--- config.mk ---
export PLATFORM = sky130hd
export DESIGN_NAME = ir_queue
export DESIGN_NICKNAME = d
export VERILOG_FILES = /design/src/rtl/ir_queue.sv
export SDC_FILE = /design/constraint.sdc
export NUM_CORES = 1
export LEC_CHECK = 0
export CAP_MARGIN = 20
export CORE_UTILIZATION = 40
export CTS_CLUSTER_SIZE = 25
export DETAILED_ROUTE_END_ITERATION = 10
export PLACE_DENSITY = 0.77
export SLEW_MARGIN = 20
export SYNTH_ARGS = -nofsm -noshare
export SYNTH_HDL_FRONTEND = slang
export SYNTH_SLANG_ARGS = --single-unit
--- constraint.sdc ---
create_clock -name clk -period 6.1 [get_ports clk]
set_input_delay 0.915 -clock clk [delete_from_list [all_inputs] [get_ports clk]]
set_output_delay 0.915 -clock clk [all_outputs]
set_load 0.005 [all_outputs]
--- src/rtl/ir_queue.sv ---
// ---------------------------------------------------------------------------
// ir_queue -- instruction queue between fetch and decode for an LC-3b core.
//
// A DEPTH-entry circular FIFO of {instruction word, PC} pairs. Fetch pushes
// with a valid/ready handshake; decode sees the head entry and pops it by
// raising out_ready. The head instruction is split into its LC-3b fields
// combinationally so decode can use them directly.
//
// Ports
//   clk          single clock, rising edge
//   reset_n      synchronous active-low reset (pointers and count only)
//   flush        drop every held entry on the next edge (beats push/pop)
//   in_valid     fetch presents in_instr/in_pc
//   in_ready     queue has room (count < DEPTH)
//   in_instr     fetched instruction word
//   in_pc        PC of the fetched instruction
//   out_valid    head entry is valid (count != 0)
//   out_ready    decode consumes the head this cycle
//   out_instr    head instruction word (zero when empty)
//   out_pc       head PC (zero when empty)
//   opcode..trapvect  decoded fields of out_instr
//   count        number of valid entries
// ---------------------------------------------------------------------------
module ir_queue #(
    parameter int DEPTH = 4
) (
    input  logic                       clk,
    input  logic                       reset_n,
    input  logic                       flush,
    input  logic                       in_valid,
    output logic                       in_ready,
    input  logic [15:0]                in_instr,
    input  logic [15:0]                in_pc,
    output logic                       out_valid,
    input  logic                       out_ready,
    output logic [15:0]                out_instr,
    output logic [15:0]                out_pc,
    output logic [3:0]                 opcode,
    output logic [2:0]                 dest,
    output logic [2:0]                 src1,
    output logic [2:0]                 src2,
    output logic [5:0]                 offset6,
    output logic [8:0]                 offset9,
    output logic [4:0]                 imm5,
    output logic                       imm_bool,
    output logic [10:0]                offset11,
    output logic                       jsr_bool,
    output logic [3:0]                 imm4,
    output logic                       shift_bool,
    output logic [7:0]                 trapvect,
    output logic [$clog2(DEPTH+1)-1:0] count
);

    localparam int PTR_W = $clog2(DEPTH);
    localparam int CNT_W = $clog2(DEPTH+1);

    // Storage is never reset: stale contents are unreachable once the
    // pointers and count return to zero.
    logic [15:0]      instr_mem_q [DEPTH];
    logic [15:0]      pc_mem_q    [DEPTH];

    logic [PTR_W-1:0] head_q, head_d;
    logic [PTR_W-1:0] tail_q, tail_d;
    logic [CNT_W-1:0] count_q, count_d;

    logic             push;
    logic             pop;

    assign in_ready  = (count_q < CNT_W'(DEPTH));
    assign out_valid = (count_q != '0);

    // in_ready looks only at count, so a full queue refuses a push even
    // when a pop frees a slot on the same edge.
    assign push = in_valid && in_ready && !flush;
    assign pop  = out_valid && out_ready && !flush;

    always_comb begin
        head_d  = head_q;
        tail_d  = tail_q;
        count_d = count_q;
        if (flush) begin
            head_d  = '0;
            tail_d  = '0;
            count_d = '0;
        end else begin
            // DEPTH is a power of two, so pointer overflow is the wrap.
            if (push) tail_d = tail_q + PTR_W'(1);
            if (pop)  head_d = head_q + PTR_W'(1);
            case ({push, pop})
                2'b10:   count_d = count_q + CNT_W'(1);
                2'b01:   count_d = count_q - CNT_W'(1);
                default: count_d = count_q;
            endcase
        end
    end

    always_ff @(posedge clk) begin
        if (!reset_n) begin
            head_q  <= '0;
            tail_q  <= '0;
            count_q <= '0;
        end else begin
            head_q  <= head_d;
            tail_q  <= tail_d;
            count_q <= count_d;
        end
    end

    // Write port; gated by reset so a push during reset leaves no trace.
    always_ff @(posedge clk) begin
        if (reset_n && push) begin
            instr_mem_q[tail_q] <= in_instr;
            pc_mem_q[tail_q]    <= in_pc;
        end
    end

    // Head is read straight from storage; a new entry is only visible after
    // count updates, so there is no same-cycle bypass from the inputs.
    assign out_instr = out_valid ? instr_mem_q[head_q] : 16'h0000;
    assign out_pc    = out_valid ? pc_mem_q[head_q]    : 16'h0000;
    assign count     = count_q;

    assign opcode     = out_instr[15:12];
    assign dest       = out_instr[11:9];
    assign src1       = out_instr[8:6];
    assign src2       = out_instr[2:0];
    assign offset6    = out_instr[5:0];
    assign offset9    = out_instr[8:0];
    assign imm5       = out_instr[4:0];
    assign imm_bool   = out_instr[5];
    assign offset11   = out_instr[10:0];
    assign jsr_bool   = out_instr[11];
    assign imm4       = out_instr[3:0];
    assign shift_bool = out_instr[4];
    assign trapvect   = out_instr[7:0];

endmodule

# After elaboration in Yosys (flattened, before gate mapping)
# Memories as Yosys holds them, arrays and structs flattened. A register that Yosys moved wholly into a read port is not among the register bits.
# Index checks and enable logic that the tools add are counted.
dict set report word_totals {
  regBits 7
  ramBits 128
  in_bits 37
  output_inout_bits 96
  wordCells 31
  memories 2
}
dict set report op_classes {
  n_addsub 4
  order_cmp 1
  n_eq_ne 2
  n_mux 9
  bitwise 1
  reduce_logical 9
}
# memory depth width read_ports rd_clocked_by_memory_dff wr line
set memory_table {}
lappend memory_table {instr_mem_q 4 16 1 1 1 59} ;# logic [15:0] instr_mem_q [DEPTH];
lappend memory_table {pc_mem_q 4 16 1 1 1 60} ;# logic [15:0] pc_mem_q [DEPTH];
# op count
set op_table {}
lappend op_table {{$mux W16} 2}
lappend op_table {{$mux W2} 4}
lappend op_table {{$pmux W3 S2} 1}
lappend op_table {{$logic_and A1 B1 Y1} 5}
lappend op_table {{$add A2 B1 Y2 const B} 2}
lappend op_table {{$add A3 B1 Y3 const B} 1}
lappend op_table {{$lt A3 B3 Y1 const B} 1}
lappend op_table {{$reduce_bool A3 Y1} 1}
lappend op_table {{$sub A3 B1 Y3 const B} 1}
lappend op_table {{$eq A2 B1 Y1 const B} 1}
lappend op_table {{$eq A2 B2 Y1 const B} 1}
lappend op_table {{$mux W1} 2}
lappend op_table {{$reduce_bool A2 Y1} 1}
lappend op_table {{$reduce_or A2 Y1} 1}
lappend op_table {{$logic_not A1 Y1} 1}
lappend op_table {{$not A1 Y1} 1}

# Longest topological paths before layout
# Gate-level depths: netlist of run 1.
dict set report logic_depth {
  word_depth 6
  mapped_depth 8
}

# Least setup slack after synthesis of run 1
# OpenSTA, ideal clock, no wires.
dict set report synth_path {
  path_kind {input-to-reg}
  from {input port flush}
  to {memory instr_mem_q[0][0] (enable)}
  t_arrival_ps 2341
  required_ps 5708
  setup_slack_ps 3367
  cell_stages 4
  path_buffers 1
  path_cell_list {nand2b_1 clkbuf_1 nor3b_1 and2_1}
}
dict set report synth_via {
  elab_chain_len 5
}
# element line
set synth_rtl {}
lappend synth_rtl {{start, declared} 29} ;# input logic flush,
lappend synth_rtl {{$logic_not A1 Y1} 74} ;# assign push = in_valid && in_ready && !flush;
lappend synth_rtl {{$logic_and A1 B1 Y1} 74}
lappend synth_rtl {{$logic_and A1 B1 Y1} 111} ;# if (reset_n && push) begin
lappend synth_rtl {{$mux W1} 111}
lappend synth_rtl {{$mux W1 (not written as such)} 112} ;# instr_mem_q[tail_q] <= in_instr;
lappend synth_rtl {{end, declared} 59}
# Every way passes these cells.

==> summary.txt, run 1 <==
Status
  – Outcome: completed

Worst setup path
  – Crit path kind: reg -> out
  – Crit-path max FO: 21
  – Crit path DAT: 2.77 ns
  – CP max stage delay: 0.60 ns
  – Worst Path Required: 5.18 ns
  – Worst Setup Start Kind: flop
  – Crit. End Element: output port
  – Critical path, cell by cell: buf_4 -> mux4_2 -> nor2b_1 -> clkdlybuf4s50_1
  – Slowest cell on the critical path: clkdlybuf4s50_1

Floorplanning
  – Initial Util: 41.5%
  – I/O pins: 133
  – Core Area: 14,000 um2
  – Die ar.: 15,100 um2
  – # rows: 43
  – Vert. Die Dim: 123 um
  – Die width: 123 um

Clock network
  – CTS resizes: 0
  – Maximum clock path buffer count: 2
  – Postcts setup bufs: 0
  – Clk pin slew, worst setup/hold paths: 0.06 ns
  – Worst skew pair latency: 0.40 ns
  – Hold-fix buffers, CTS: 0
  – CTS tree: yes
  – H-tree Lvls: 4
  – CTS Buf Count: 17
  – Clock sinks: 137
  – Root Driver: clkbuf_16

Detailed routing
  – Initial DRT Pass Iterations: 4
  – DR iter-0 viols: 128
  – Drt total wl: 9670 um
  – WL met2: 5070 um
  – DR WL met3: 430 um
  – Vias per inst: 4.76
  – DRT antenna net count: 0
  – WL per Instance: 16.3 um
  – DR top layer: met4
  – DRC: 0
  – Vias: 2,816
  – Met1 wire length: 4090 um

STA
  – Final hold viol count: 0
  – Worst clock skew: 0.00889 ns
  – Final min period: 3.68 ns
  – Fin. max-slew vios: 0
  – RSZ-0062 raised after global routing: no
  – Fmax: 271 MHz
  – Measured slew at the worst slew-check pin: 0.894 ns
  – Setup_tns: 0 ns
  – Max transition margin: 40.4%
  – Crit share post-route: 60.4%
  – Final setup fails: 0
  – Final Hold Slack: 0.511 ns

Global route
  – Grt ovf: 0
  – First-pass GRT wire length: 14,800 um
  – Total track usage: 13.6%
  – Initial antenna violation count: 0
  – Largest net degree at the start of global routing: 33
  – Vias in the first global route: 2,847

Final layout
  – Final Non-Filler Cells: 592
  – Antenna cell count: 0
  – Final net count: 442
  – Syn-to-layout area delta: 27.9%
  – Share of layout cells above drive strength 1: 18.9%
  – Finished Core Util: 53.1%
  – Fillers: 1,108

Place
  – Post-DP HPWL: 6010 um
  – IO Port Bufs: 132
  – GP Congestion: 0.727
  – Placed cell count: 560

Pwr
  – Pwr Density: 289 nW/um2
  – VDD IR max: 0.174 mV
  – P_leak: 2.36 nW
  – Tot Pwr: 0.00215 W

Synth
  – Mapped Cells: 315
  – Sequential fraction of the synthesis area: 69.1%
  – Total nets after synthesis: 358
  – Ys Warns: 0
  – Post-synthesis cell type count: 27
  – Post-synthesis register bit count: 137
  – Synthesized area per cell: 18.5 um2
  – Syn Std Cell Area: 5830 um2

Worst hold path
  – Worst min path class: reg -> reg

Flow run
  – Max-Cap Viols: 0
kinds of logic (layout without fill, tap and decap cells):
kind of cell | count (synthesis) | after routing | synth area share (%)
AOI/OAI and AO/OA | 6 | 6 | 0.558
buffers and inverters | 78 | 175 | 9.90
xor gates and xnor gates | 4 | 4 | 0.601
and+or+nand+nor | 51 | 51 | 5.93
muxes | 33 | 33 | 12.5
adders and majority gates | 6 | 6 | 1.42
DFF | 137 | 137 | 69.1
flip-flops by register name (all words and copies together), names as in the netlist, named ones only:
signal / count
tail_q: 2
pc_mem_q: 64
head_q: 2
instr_mem_q: 64
count: 3
cell usage after synthesis:
library cell / n / area [um2]
nand2_1: 1 / 3.75
xnor2_1: 1 / 8.76
xor2_1: 3 / 26.3
o31ai_1: 1 / 7.51
nor2_1: 8 / 30.0
mux2i_1: 1 / 10.0
mux4_2: 32 / 721
buf_4: 59 / 443
nor2b_4: 5 / 68.8
edfxtp_1: 128 / 3840
and2_1: 4 / 25.0
nor3b_2: 1 / 12.5
buf_6: 1 / 11.3
buf_12: 3 / 60.1
nor3b_1: 1 / 7.51
o21ai_0: 2 / 10.0
nor3_2: 1 / 10.0
ha_1: 5 / 62.6
dfxtp_1: 9 / 180
buf_2: 5 / 25.0
nor2b_1: 27 / 169
fa_1: 1 / 20.0
clkbuf_1: 2 / 7.51
or3_1: 2 / 12.5
a21oi_1: 3 / 15.0
nand2b_1: 1 / 6.26
inv_1: 8 / 30.0
stage by stage:
stage / instance area, um2 / setup slack [ns]
6_report: 7450 / 2.42
5_1_grt: 7450 / 2.12
4_1_cts: 7450 / 2.23
3_5_place_dp: 6860 / 2.70
3_3_place_gp: 6860 / 2.77
2_1_floorplan: 5830 / 3.37
routing by layer:
metal	vias to the layer above	GRT usage, %
met5	-	0
li1	1296	-
met4	0	4.80
met1	1400	16.4
met3	9	3.67
met2	111	23.5
critical path: cells and delay by family (launching register included):
family                 cells  cell delay, ns
buffers and inverters      2            1.07
DFF                        1            0.58
and+or+nand+nor            1            0.42
muxes                      1            0.29
worst paths after layout:
kind | start | endpoint | slack, ns | depth (start not counted)
setup / recovery | flop | imm5[0] | 2.42 | 4
hold / removal | head_q[1]$_SDFFE_PP0P_ | flop | 0.51 | 2
setup reg to reg | count[2]$_SDFFE_PP0P_ | count[2]$_SDFFE_PP0P_ | 3.91 | 8
hold reg to reg | head_q[1]$_SDFFE_PP0P_ | flop | 0.51 | 2
power by group:
| part | internal, W | total [W] | switching [W] |
|---|---|---|---|
| Combinational | 0.0000681 | 0.000110 | 0.0000420 |
| Sequential | 0.00104 | 0.00104 | 0.00000334 |
| Clock | 0.000610 | 0.00100 | 0.000392 |
placed cells by master, fill, tap and decap left out:
cell type	instances
clkdlybuf4s50_1	132
edfxtp_1	128
mux4_2	32
nor2b_1	27
clkbuf_16	17
nor2_1	8
inv_1	8
dfxtp_1	7
nor2b_4	5
ha_1	5
and2_2	4
inv_6	4
a21oi_1	3
xor2_1	3
clkinv_4	3
buf_4	3
o21ai_0	2
or3_1	2
dfxtp_2	2
bufinv_16	2
clkinv_1	2
inv_8	2
o31ai_1	1
nor3_4	1
nor3b_2	1
nand2b_1	1
nor3b_1	1
xnor2_1	1
nand2_1	1
mux2i_1	1
fa_1	1
clkinvlp_4	1
clkinv_2	1
layout make-up:
class	count	area, um2	share of cell area (%)
clock buffer	17	425	5.71
clock inverter	15	164	2.20
inverter	8	30.0	0.403
multi-input combinational	100	1240	16.6
sequential	137	4030	54.0
tap	180	225	3.02
timing repair buffer	135	1340	18.0
(Power assumes the default switching activity.)
==> run 2: changes to the inputs <==
--- a/config.mk
+++ b/config.mk
@@ -9,7 +9,7 @@
 export CORE_UTILIZATION = 40
 export CTS_CLUSTER_SIZE = 25
 export DETAILED_ROUTE_END_ITERATION = 10
-export PLACE_DENSITY = 0.77
+export PLACE_DENSITY = 0.8
 export SLEW_MARGIN = 20
 export SYNTH_ARGS = -nofsm -noshare
 export SYNTH_HDL_FRONTEND = slang
==> constraint.sdc (replaced) <==
create_clock -name clk -period 3.06 [get_ports clk]
set_input_delay 0.459 -clock clk [delete_from_list [all_inputs] [get_ports clk]]
set_output_delay 0.459 -clock clk [all_outputs]
set_load 0.005 [all_outputs]
==> run 2 against run 1 <==
Clock-buffer cell count up 1. Worst hold slack worse by 0.011 ns. Non-clock buffer count up 12. Die area unchanged. Critical endpoint is now out_instr[0]. Design area up 1.4%. Critical path depth unchanged.
==> summary.txt, run 2 (synthesized netlist as in run 1, its figures left out) <==
Status
  – Outcome: completed (unchanged)

Worst setup path
  – Worst Path Required: 2.60 ns (was 5.18 ns)
  – Crit-path max FO: 9 (was 21)
  – FF-to-FF Start: count[2]$_SDFFE_PP0P_ (unchanged)
  – Worst Setup Start Kind: flop (unchanged)
  – Crit. End Element: output port (unchanged)
  – Crit path DAT: 2.34 ns (was 2.77 ns)
  – RR Endpoint: count[2]$_SDFFE_PP0P_ (unchanged)
  – R2r setup slk: 0.93 ns (was 3.91 ns)
  – Crit path kind: reg -> out (unchanged)
  – Worst-case reg-to-reg path depth: 8 (unchanged)
  – Crit path to: out_instr[0] (was imm5[0])

Pwr
  – Power Internal: 0.00339 W (was 0.00171 W)
  – Logic pwr share: 5.5% (was 5.1%)
  – P_leak: 2.42 nW (was 2.36 nW)
  – Clock power frac: 45.3% (was 46.6%)
  – Sequential Power Share: 49.2% (was 48.3%)
  – Pwr Density: 558 nW/um2 (was 289 nW/um2)
  – Switching fraction of total power: 19.5% (was 20.3%)
  – VDD IR max: 0.322 mV (was 0.174 mV)
  – NetSw: 0.000820 W (was 0.000437 W)

Floorplanning
  – # rows: 43 (unchanged)
  – I/O pins: 133 (unchanged)
  – Die ar.: 15,100 um2 (unchanged)
  – Initial Util: 41.5% (unchanged)
  – Die width: 123 um (unchanged)
  – Vert. Die Dim: 123 um (unchanged)
  – Core Area: 14,000 um2 (unchanged)

Detailed routing
  – Vias per inst: 4.85 (was 4.76)
  – WL per Instance: 17.2 um (was 16.3 um)
  – DRC: 0 (unchanged)
  – Initial DRT Pass Iterations: 4 (unchanged)
  – Vias: 2,927 (was 2,816)
  – Drt total wl: 10,400 um (was 9670 um)
  – DRT antenna net count: 0 (unchanged)
  – DR iter-0 viols: 120 (was 128)

Worst hold path
  – Hold Crit Start: head_q[1]$_SDFFE_PP0P_ (unchanged)
  – Worst min path class: reg -> reg (unchanged)

Place
  – IO Port Bufs: 132 (unchanged)
  – GP Congestion: 0.739 (was 0.727)
  – Post-DP HPWL: 6820 um (was 6010 um)

Flow run
  – Max-Cap Viols: 0 (unchanged)

Final layout
  – Share of layout cells above drive strength 1: 21.0% (was 18.9%)
  – Final net count: 454 (was 442)
  – Finished Core Util: 53.8% (was 53.1%)
  – Most frequent cells in the layout: 132 x clkdlybuf4s50_1, 128 x edfxtp_1, 32 x mux4_2 (unchanged)
  – Syn-to-layout area delta: 29.7% (was 27.9%)
  – Antenna cell count: 0 (unchanged)
  – Most common cell after layout, fill and taps aside: clkdlybuf4s50_1 (unchanged)

STA
  – Setup_tns: 0 ns (unchanged)
  – Fin. max-slew vios: 0 (unchanged)
  – Final setup fails: 0 (unchanged)
  – RSZ-0062 raised after global routing: no (unchanged)
  – Final hold viol count: 0 (unchanged)
  – Measured slew at the worst slew-check pin: 0.628 ns (was 0.894 ns)
  – Final min period: 2.80 ns
  – Crit share post-route: 91.6%
  – Worst clock skew: 0.00639 ns (was 0.00889 ns)
  – Max transition margin: 58.0% (was 40.4%)
  – Fmax: 357 MHz

Clock network
  – CTS Buf Count: 17 (unchanged)
  – Maximum clock path buffer count: 2 (unchanged)
  – Clock sinks: 137 (unchanged)
  – Worst skew pair latency: 0.41 ns (was 0.40 ns)
  – Postcts setup bufs: 0 (unchanged)
  – CTS tree: yes (unchanged)
  – H-tree Lvls: 4 (unchanged)
  – Clk pin slew, worst setup/hold paths: 0.05 ns (was 0.06 ns)
  – Root Driver: clkbuf_16 (unchanged)

Global route
  – Grt ovf: 0 (unchanged)
  – Vias in the first global route: 3,012 (was 2,847)
  – Total track usage: 14.8% (was 13.6%)
  – First-pass GRT wire length: 16,100 um (was 14,800 um)
  – Initial antenna violation count: 0 (unchanged)
  – Largest net degree at the start of global routing: 33 (unchanged)
## run 2: critical path, cell delays in order, from the launching register on
cell	delay [ns]
dfxtp_2	0.49
buf_4	0.23
mux4_2	0.21
nor2b_1	0.42
clkdlybuf4s50_1	0.59
## run 2: layout make-up
cell class,count,area [um2]
timing repair buffer,147,1470
fill,1066,6490
sequential,137,4030
clock inverter,13,131
tap,180,225
multi-input combinational,100,1240
clock buffer,18,429
inverter,8,30.0
## run 2: power groups by stage
stage,Clock (W),Sequential (W),Combinational [W]
global placement,0,0.00211,0.000228
floorplan,0,0.00211,0.000106
detailed placement,0,0.00211,0.000234
CTS,0.00195,0.00207,0.000235
global route,0.00202,0.00207,0.000251
finish,0.00191,0.00207,0.000231
## run 2: metal layers
| layer | wire length [um] | global-route usage, % | vias up |
|---|---|---|---|
| met5 | 0 | 0 | - |
| met4 | 94 | 6.17 | 0 |
| met3 | 617 | 3.21 | 8 |
| met2 | 5310 | 24.9 | 127 |
| met1 | 4380 | 18.5 | 1468 |
| li1 | - | - | 1324 |
## run 2: worst min path at each step
stage                     endpoint  slack (ns)  cells past startpoint
after global placement        flop        0.48                      2
after floorplan               flop        0.46                      2
after detailed placement      flop        0.49                      2
final                         flop        0.50                      2
after CTS                     flop        0.50                      2
after global routing          flop        0.55                      2
## run 2: metrics by stage
step | setup slack [ns] | total power [W] | cells | area (um2) | hold WS [ns]
finish | 0.258 | 0.00421 | 603 | 7560 | 0.499
global route | 0.0707 | 0.00434 | 603 | 7560 | 0.553
CTS | 0.0878 | 0.00426 | 603 | 7550 | 0.499
detailed placement | 0.517 | 0.00235 | 572 | 6990 | 0.490
global placement | 0.565 | 0.00234 | 572 | 6990 | 0.475
floorplan | 0.783 | 0.00222 | 315 | 5830 | 0.459
## run 2: what timing repair did
item,4_1_cts,5_1_grt
hold buffers,0,0
hold endpoints to repair,0,0
resized for setup,0,2
setup endpoints to repair,0,8
==> run 3: changes to the inputs <==
--- a/config.mk
+++ b/config.mk
@@ -7,6 +7,7 @@
 export LEC_CHECK = 0
 export CAP_MARGIN = 20
 export CORE_UTILIZATION = 40
+export CTS_CLUSTER_DIAMETER = 80
 export CTS_CLUSTER_SIZE = 25
 export DETAILED_ROUTE_END_ITERATION = 10
 export PLACE_DENSITY = 0.8
==> results of run 3 <==
Same layout as run 2: the final DEF is identical, and so are final timing and power.
